<file path="src/rtl/adc_spi_pkg.sv">
// adc_spi_pkg: shared types and frame constants for the MCP3204-class ADC
// SPI master. A frame is the 5 command bits, the sample and null bit
// (together PRE_DATA_BITS clocks before data), then RES_BITS result bits.
package adc_spi_pkg;

  typedef enum logic [2:0] {
    IDLE     = 3'd0,
    CS_SETUP = 3'd1,
    SHIFT    = 3'd2,
    CS_HOLD  = 3'd3,
    DONE     = 3'd4
  } state_t;

  localparam int CMD_BITS      = 5;
  localparam int PRE_DATA_BITS = 7;

  // Number of SCLK periods in one conversion frame
  function automatic int frame_len(input int res);
    return PRE_DATA_BITS + res;
  endfunction

endpackage

</file>
<file path="src/rtl/clk_div_tick.sv">
// clk_div_tick: pulses tick for one clk every DIV clks while en is high.
// The counter is held at zero whenever en is low, so every enable starts a
// full DIV-clk interval before the first tick.
module clk_div_tick #(
  parameter int DIV = 2
) (
  input  logic clk,
  input  logic rst,
  input  logic en,
  output logic tick
);

  localparam int               CNT_W    = (DIV > 1) ? $clog2(DIV) : 1;
  localparam logic [CNT_W-1:0] CNT_LAST = CNT_W'(DIV - 1);
  localparam logic [CNT_W-1:0] CNT_ZERO = {CNT_W{1'b0}};

  logic [CNT_W-1:0] cnt_r;
  logic             wrap_s;

  // Wrap detect on the last count of the interval
  always_comb begin
    wrap_s = 1'b0;
    if (en && (cnt_r == CNT_LAST)) begin
      wrap_s = 1'b1;
    end else begin
      wrap_s = 1'b0;
    end
  end

  assign tick = wrap_s;

  // Interval counter: counts while enabled, clears when idle or on wrap
  always_ff @(posedge clk) begin
    if (rst) begin
      cnt_r <= CNT_ZERO;
    end else if (!en) begin
      cnt_r <= CNT_ZERO;
    end else if (wrap_s) begin
      cnt_r <= CNT_ZERO;
    end else begin
      cnt_r <= cnt_r + CNT_W'(1'b1);
    end
  end

endmodule

</file>
<file path="src/rtl/adc_spi_ctrl.sv">
// adc_spi_ctrl: SPI master (mode 0,0) for an MCP3204-class SAR ADC.
// Frames a start bit, single/differential flag and 3-bit channel on mosi,
// captures RES_BITS result bits MSB first on miso, and hands the result to
// the sample logger with a one-cycle data_valid pulse.
// Optional build macro ADC_SCAN_EN adds a scan_en input that chains
// conversions over the channels back to back without returning to IDLE.
module adc_spi_ctrl
  import adc_spi_pkg::*;
#(
  parameter int CLK_DIV  = 500,
  parameter int RES_BITS = 12,
  parameter int NUM_CH   = 4,
  parameter int CH_W     = 3
) (
  input  logic                clk,
  input  logic                rst,
  input  logic                start,
  input  logic [CH_W-1:0]     ch_sel,
  input  logic                single_ended,
  output logic                busy,
  output logic                data_valid,
  output logic [RES_BITS-1:0] data,
  output logic [CH_W-1:0]     data_ch,
  output logic                sclk,
  output logic                cs_n,
  output logic                mosi,
  input  logic                miso
`ifdef ADC_SCAN_EN
  ,
  input  logic                scan_en
`endif
);

  localparam int              FRAME     = frame_len(RES_BITS);
  localparam int              K_W       = 5;
  localparam logic [K_W-1:0]  K_ZERO    = {K_W{1'b0}};
  localparam logic [K_W-1:0]  K_LAST    = K_W'(FRAME - 1);
  localparam logic [K_W-1:0]  K_CAP_LO  = K_W'(PRE_DATA_BITS);
  localparam logic [K_W-1:0]  K_CAP_HI  = K_W'(PRE_DATA_BITS + RES_BITS - 1);
  localparam logic [K_W-1:0]  K_CMD_END = K_W'(CMD_BITS);
  localparam logic [CH_W-1:0] CH_MAX    = CH_W'(NUM_CH - 1);
  localparam logic [CH_W-1:0] CH_ZERO   = {CH_W{1'b0}};
  localparam logic [RES_BITS-1:0] RES_ZERO = {RES_BITS{1'b0}};

  // Command bit driven on mosi while bit index idx is on the wire
  function automatic logic cmd_bit(input logic [K_W-1:0] idx,
                                   input logic           se,
                                   input logic [2:0]     ch3);
    logic b;
    case (idx)
      5'd0:    b = 1'b1;
      5'd1:    b = se;
      5'd2:    b = ch3[2];
      5'd3:    b = ch3[1];
      5'd4:    b = ch3[0];
      default: b = 1'b0;
    endcase
    return b;
  endfunction

  state_t              state_r;
  state_t              state_nxt_s;
  logic                tick_s;
  logic                div_en_s;
  logic                scan_go_s;

  logic                sclk_r,       sclk_nxt_s;
  logic                cs_n_r,       cs_n_nxt_s;
  logic                mosi_r,       mosi_nxt_s;
  logic                busy_r,       busy_nxt_s;
  logic                dv_r,         dv_nxt_s;
  logic [RES_BITS-1:0] data_r,       data_nxt_s;
  logic [CH_W-1:0]     data_ch_r,    data_ch_nxt_s;
  logic [K_W-1:0]      k_r,          k_nxt_s;
  logic [CH_W-1:0]     ch_r,         ch_nxt_s;
  logic                se_r,         se_nxt_s;
  logic [RES_BITS-1:0] shift_r,      shift_nxt_s;

  logic [CH_W-1:0]     ch_clamp_s;
  logic [CH_W-1:0]     ch_next_s;
  logic [2:0]          ch3_s;
  logic [K_W-1:0]      k_inc_s;

`ifdef ADC_SCAN_EN
  assign scan_go_s = scan_en;
`else
  assign scan_go_s = 1'b0;
`endif

  // The half-period divider only runs in the timed states; DONE and IDLE
  // hold it at zero so each new frame gets a full CS setup interval.
  assign div_en_s = (state_r == CS_SETUP) || (state_r == SHIFT) ||
                    (state_r == CS_HOLD);

  clk_div_tick #(
    .DIV (CLK_DIV)
  ) u_div (
    .clk  (clk),
    .rst  (rst),
    .en   (div_en_s),
    .tick (tick_s)
  );

  // Channel helpers: clamp out-of-range requests, wrap for scanning,
  // and zero-extend to the 3-bit field the ADC command expects
  always_comb begin
    ch_clamp_s = ch_sel;
    ch_next_s  = CH_ZERO;
    if (ch_sel > CH_MAX) begin
      ch_clamp_s = CH_MAX;
    end else begin
      ch_clamp_s = ch_sel;
    end
    if (ch_r == CH_MAX) begin
      ch_next_s = CH_ZERO;
    end else begin
      ch_next_s = ch_r + CH_W'(1'b1);
    end
    ch3_s   = 3'(ch_r);
    k_inc_s = k_r + 5'd1;
  end

  // State register
  always_ff @(posedge clk) begin
    if (rst) begin
      state_r <= IDLE;
    end else begin
      state_r <= state_nxt_s;
    end
  end

  // Next-state logic
  always_comb begin
    state_nxt_s = state_r;
    case (state_r)
      IDLE: begin
        if (start) begin
          state_nxt_s = CS_SETUP;
        end else begin
          state_nxt_s = IDLE;
        end
      end
      CS_SETUP: begin
        if (tick_s) begin
          state_nxt_s = SHIFT;
        end else begin
          state_nxt_s = CS_SETUP;
        end
      end
      SHIFT: begin
        if (tick_s && sclk_r && (k_r == K_LAST)) begin
          state_nxt_s = CS_HOLD;
        end else begin
          state_nxt_s = SHIFT;
        end
      end
      CS_HOLD: begin
        if (tick_s) begin
          state_nxt_s = DONE;
        end else begin
          state_nxt_s = CS_HOLD;
        end
      end
      DONE: begin
        if (scan_go_s) begin
          state_nxt_s = CS_SETUP;
        end else begin
          state_nxt_s = IDLE;
        end
      end
      default: state_nxt_s = IDLE;
    endcase
  end

  // Output/datapath next values; every pin is registered below
  always_comb begin
    sclk_nxt_s    = sclk_r;
    cs_n_nxt_s    = cs_n_r;
    mosi_nxt_s    = mosi_r;
    busy_nxt_s    = busy_r;
    dv_nxt_s      = 1'b0;
    data_nxt_s    = data_r;
    data_ch_nxt_s = data_ch_r;
    k_nxt_s       = k_r;
    ch_nxt_s      = ch_r;
    se_nxt_s      = se_r;
    shift_nxt_s   = shift_r;
    case (state_r)
      IDLE: begin
        if (start) begin
          ch_nxt_s    = ch_clamp_s;
          se_nxt_s    = single_ended;
          busy_nxt_s  = 1'b1;
          cs_n_nxt_s  = 1'b0;
          mosi_nxt_s  = 1'b1;
          sclk_nxt_s  = 1'b0;
          k_nxt_s     = K_ZERO;
          shift_nxt_s = RES_ZERO;
        end else begin
          busy_nxt_s  = 1'b0;
        end
      end
      CS_SETUP: begin
        sclk_nxt_s = 1'b0;
      end
      SHIFT: begin
        if (tick_s) begin
          if (!sclk_r) begin
            // Rising edge: ADC has its bit stable, sample it
            sclk_nxt_s = 1'b1;
            if ((k_r >= K_CAP_LO) && (k_r <= K_CAP_HI)) begin
              shift_nxt_s = {shift_r[RES_BITS-2:0], miso};
            end else begin
              shift_nxt_s = shift_r;
            end
          end else begin
            // Falling edge: advance the bit index and present the next command bit
            sclk_nxt_s = 1'b0;
            if (k_r == K_LAST) begin
              cs_n_nxt_s = 1'b1;
              mosi_nxt_s = 1'b0;
            end else begin
              k_nxt_s = k_inc_s;
              if (k_inc_s < K_CMD_END) begin
                mosi_nxt_s = cmd_bit(k_inc_s, se_r, ch3_s);
              end else begin
                mosi_nxt_s = 1'b0;
              end
            end
          end
        end else begin
          sclk_nxt_s = sclk_r;
        end
      end
      CS_HOLD: begin
        if (tick_s) begin
          dv_nxt_s      = 1'b1;
          data_nxt_s    = shift_r;
          data_ch_nxt_s = ch_r;
        end else begin
          dv_nxt_s      = 1'b0;
        end
      end
      DONE: begin
        if (scan_go_s) begin
          ch_nxt_s    = ch_next_s;
          busy_nxt_s  = 1'b1;
          cs_n_nxt_s  = 1'b0;
          mosi_nxt_s  = 1'b1;
          sclk_nxt_s  = 1'b0;
          k_nxt_s     = K_ZERO;
          shift_nxt_s = RES_ZERO;
        end else begin
          busy_nxt_s  = 1'b0;
        end
      end
      default: begin
        sclk_nxt_s = 1'b0;
        cs_n_nxt_s = 1'b1;
        mosi_nxt_s = 1'b0;
        busy_nxt_s = 1'b0;
      end
    endcase
  end

  // Output and datapath registers
  always_ff @(posedge clk) begin
    if (rst) begin
      sclk_r    <= 1'b0;
      cs_n_r    <= 1'b1;
      mosi_r    <= 1'b0;
      busy_r    <= 1'b0;
      dv_r      <= 1'b0;
      data_r    <= RES_ZERO;
      data_ch_r <= CH_ZERO;
      k_r       <= K_ZERO;
      ch_r      <= CH_ZERO;
      se_r      <= 1'b0;
      shift_r   <= RES_ZERO;
    end else begin
      sclk_r    <= sclk_nxt_s;
      cs_n_r    <= cs_n_nxt_s;
      mosi_r    <= mosi_nxt_s;
      busy_r    <= busy_nxt_s;
      dv_r      <= dv_nxt_s;
      data_r    <= data_nxt_s;
      data_ch_r <= data_ch_nxt_s;
      k_r       <= k_nxt_s;
      ch_r      <= ch_nxt_s;
      se_r      <= se_nxt_s;
      shift_r   <= shift_nxt_s;
    end
  end

  assign sclk       = sclk_r;
  assign cs_n       = cs_n_r;
  assign mosi       = mosi_r;
  assign busy       = busy_r;
  assign data_valid = dv_r;
  assign data       = data_r;
  assign data_ch    = data_ch_r;

endmodule
</file>
<file path="config.mk">
export PLATFORM = sky130hd
export DESIGN_NAME = adc_spi_ctrl
export DESIGN_NICKNAME = d
export VERILOG_FILES = /design/src/rtl/adc_spi_pkg.sv /design/src/rtl/clk_div_tick.sv /design/src/rtl/adc_spi_ctrl.sv
export SDC_FILE = /design/constraint.sdc
export NUM_CORES = 1
export LEC_CHECK = 0
export ABC_AREA = 1
export ABC_CLOCK_PERIOD_IN_PS = 2400
export BUFFER_PORTS_ARGS = -buffer_cell sky130_fd_sc_hd__buf_4
export CAP_MARGIN = 20
export CELL_PAD_IN_SITES_DETAIL_PLACEMENT = 1
export CELL_PAD_IN_SITES_GLOBAL_PLACEMENT = 2
export CORE_MARGIN = 5
export CORE_UTILIZATION = 33
export DETAILED_ROUTE_END_ITERATION = 7
export GPL_TIMING_DRIVEN = 1
export PLACE_DENSITY_LB_ADDON = 0.1
export SLEW_MARGIN = 10
export SYNTH_ARGS = -nofsm -noshare
export SYNTH_HDL_FRONTEND = slang
export SYNTH_HIERARCHICAL = 1
export SYNTH_SLANG_ARGS = --single-unit
</file>
<file path="constraint.sdc">
create_clock -name clk -period 2.4 [get_ports clk]
set_input_delay 0.6 -clock clk [delete_from_list [all_inputs] [get_ports clk]]
set_output_delay 0.6 -clock clk [all_outputs]
set_load 0.05 [all_outputs]
</file>
==> metrics <==
WL/cell about 14 um; NumNets Final 401; remaining antenna violation count 0; Max Clk Rate between 400 and 500 MHz; Clk Latency, worst-skew pair 0.32 ns; Worst Setup End Kind flip-flop; Tcrit/Tclk final about nine tenths; Final setup viols 0; Netlist cell types 29; relative slew slack between 30% and 40%; Gate Count Post-Synth 362; top cells by area, synth dfxtp_1 41%, nand2_1 12%, a21oi_1 7.7%, nand3_1 7.7%, nor2_1 5.9%; DR vias roughly 2300; Netlist Area Pre-Place ~0.0026 sq mm; ant diodes 0; clock buffer depth 2; area delta synth->final 14.7%; Initial Util between 30% and 40%; Yosys top cell area share around two fifths; Hold Crit Class flip-flop to flip-flop; Worst Tran Pin Value approximately 1.0 ns; Critical Path AT roughly 2.4 ns; placed wire-length estimate after detailed placement between 4 and 5 mm; CTS Buf Count 5; layout cell share with drive strength beyond 1 17.8%; core area 0.00773 sq mm; Clock power frac roughly 33%; WP data required between 2 and 3 ns; placed inst area just under 0.003 sq mm; Most Crowded Layer GR met2; P_leak about 0.0012 uW; GR Util met3 2.55%; critical path class flip-flop to flip-flop; first-pass GRT wire length ~11 mm; drt total wl 6.68 mm; final hold vios 0; CTS sink cnt 53; crit path launch k_r[0]; GR Layer Usage met2 between 20% and 30%; GR met1 Demand/Resource between 10% and 20%; Crit Reg-Reg Startpoint k_r[0]; Initial DRC Count 83; Fill cells 995; Internal around 1200 uW; Syn Area/Cell 7.22 sq um; largest vdd supply drop 0.000278 V; Hold Crit Start data[6]; routability cong. just under 0.8; # DRC 0; Sw Share 29.4%; buffers added on ports 27; Multi-input gate area 0.00133 sq mm; vias in the first global route approximately 2300; Worst Skew between 0.01 and 0.015 ns; # rows 32; Psw 498 uW; combinational share of power 11.7%; startpoint types flip-flop; flop2flop setup slack approximately 0.24 ns; gr ovfl total 0; initial antenna violation count 0; gr usage total 14.0%; Main synth FF type dfxtp_1; sequential share of the synthesized area about two fifths; number of top-level pins 28; Die Y a little under 100 um; unrepaired setup endpoints after global routing false; CTS hold repair buffers 0; CTS tree yes; setup TNS 0 ns; H-tree levels 2; Reg area between 0.001 and 0.0015 sq mm; pwr/cell area between 500 and 600 mW/mm^2; Via density around 4.8; Tot Pwr around 1700 uW; crit-path max FO 24; cell taking the most area after synthesis dfxtp_1; synthesized flop and latch total 53; clock root cell clkbuf_8; Syn Nets around 380; Flop pwr share 55.2%; total iterations of the first detailed-routing run 4; Post-synth ARST share 0%; Clock Pin Slew Worst Setup and Hold Paths 0.11 ns; Post-synth EDFFs 0; status finished, final reports clean; final slew viol count 0; Ys Warns 6; largest net degree at the start of global routing 31; design area 0.00300 sq mm; die area about 0.0098 sq mm; die width 99.0 um; Max Cap Violations 0; fin crit period ~2.2 ns
## synth_stat cells, types with 2 or more instances
| cell | instances |
|---|---|
| nand2_1 | 84 |
| nand3_4 | 2 |
| dfxtp_1 | 53 |
| nand2_2 | 3 |
| a21oi_1 | 40 |
| nor2_2 | 11 |
| buf_4 | 3 |
| nand2_4 | 4 |
| buf_6 | 3 |
| nor3_1 | 4 |
| nor2_4 | 3 |
| ha_1 | 6 |
| inv_1 | 31 |
| xor2_1 | 2 |
| nand3_1 | 40 |
| clkbuf_1 | 4 |
| buf_2 | 3 |
| nor2_1 | 41 |
| o21bai_1 | 3 |
| o21ai_0 | 7 |
| inv_2 | 2 |
| nand4_1 | 6 |
## metrics by stage
| step | hold WS (ns) | setup slack, ns | util, % | instances |
|---|---|---|---|---|
| 2_1_floorplan | 0.439 | 0.367 | - | 362 |
| 3_3_place_gp | 0.450 | 0.255 | 37.5 | 481 |
| 3_5_place_dp | 0.456 | 0.215 | 37.5 | 481 |
| 4_1_cts | 0.474 | 0.185 | 38.7 | 489 |
| 5_1_grt | 0.486 | 0.0885 | 38.8 | 490 |
| 6_report | 0.470 | 0.243 | 38.8 | 490 |
## path summary, 6_finish.rpt
check / depth (start not counted) / endpoint
setup / recovery: 9 / shift_r[4]
setup reg to reg: 9 / shift_r[4]
hold / removal: 2 / data[6]
hold reg to reg: 2 / data[6]
## what timing repair did
| action | 4_1_cts | 5_1_grt |
|---|---|---|
| setup buffers | 0 | 1 |
| gates resized for setup | 0 | 0 |
| endpoints found under the setup margin | 0 | 12 |
## cell usage in the layout (no fill, tap or decap), drive strengths merged
cell type / n
nand3: 42
nand2: 92
buf: 32
nand4: 6
clkinvlp: 1
ha: 6
nor2: 55
dfxtp: 53
a21oi: 40
clkbuf: 5
xor2: 2
nor3: 5
xnor2: 1
o21ai: 9
o21bai: 3
inv: 36
## cell families after synthesis
family,share of synthesized area [%]
XOR/XNOR,1.01
AO/OA/AOI/OAI,10.4
flip-flops,40.6
AND/OR/NAND/NOR,36.7
buffers and inverters,8.43
adder cells (fa/ha/maj),2.87
## state kept, by name (all words and copies together), names as in the netlist
name and flops:
busy 1, ch3_s 3, cs_n 1, data 12, data_ch 3, data_valid 1
k_r 5, mosi 1, sclk 1, se_r 1, shift_r 12, state_r 3
u_div/cnt_r 9
## worst max-delay path, cell delays in order, from the launching register on
cell and delay (ns):
dfxtp_1 0.41, inv_1 0.14, ha_1 0.21, o21ai_1 0.08
nand2_1 0.07, nand2_1 0.06, o21ai_2 0.76, nand3_1 0.16
nand2_1 0.11, nor2_1 0.04
## power by group through the flow
stage | clock network (uW) | registers (uW) | logic (uW)
final | 561 | 937 | 198
after global routing | 626 | 942 | 222
after CTS | 588 | 938 | 199
after detailed placement | 0 | 957 | 198
after global placement | 0 | 958 | 194
after floorplan | 0 | 971 | 133
## metal layers
metal / part of all wire, % / routed length [um]
met1: 50 / 3330
met2: 46 / 3080
met3: 2.9 / 194
met4: 1.2 / 77
met5: 0 / 0
## cell type report
cell class | count | share of cell area, %
clock buffer | 5 | 2.30
clock inverter | 3 | 0.835
tap | 102 | 4.26
multi-input combinational | 261 | 44.4
sequential | 53 | 35.4
timing repair buffer | 32 | 8.43
inverter | 34 | 4.34
Power figures use the tool's default switching activity.
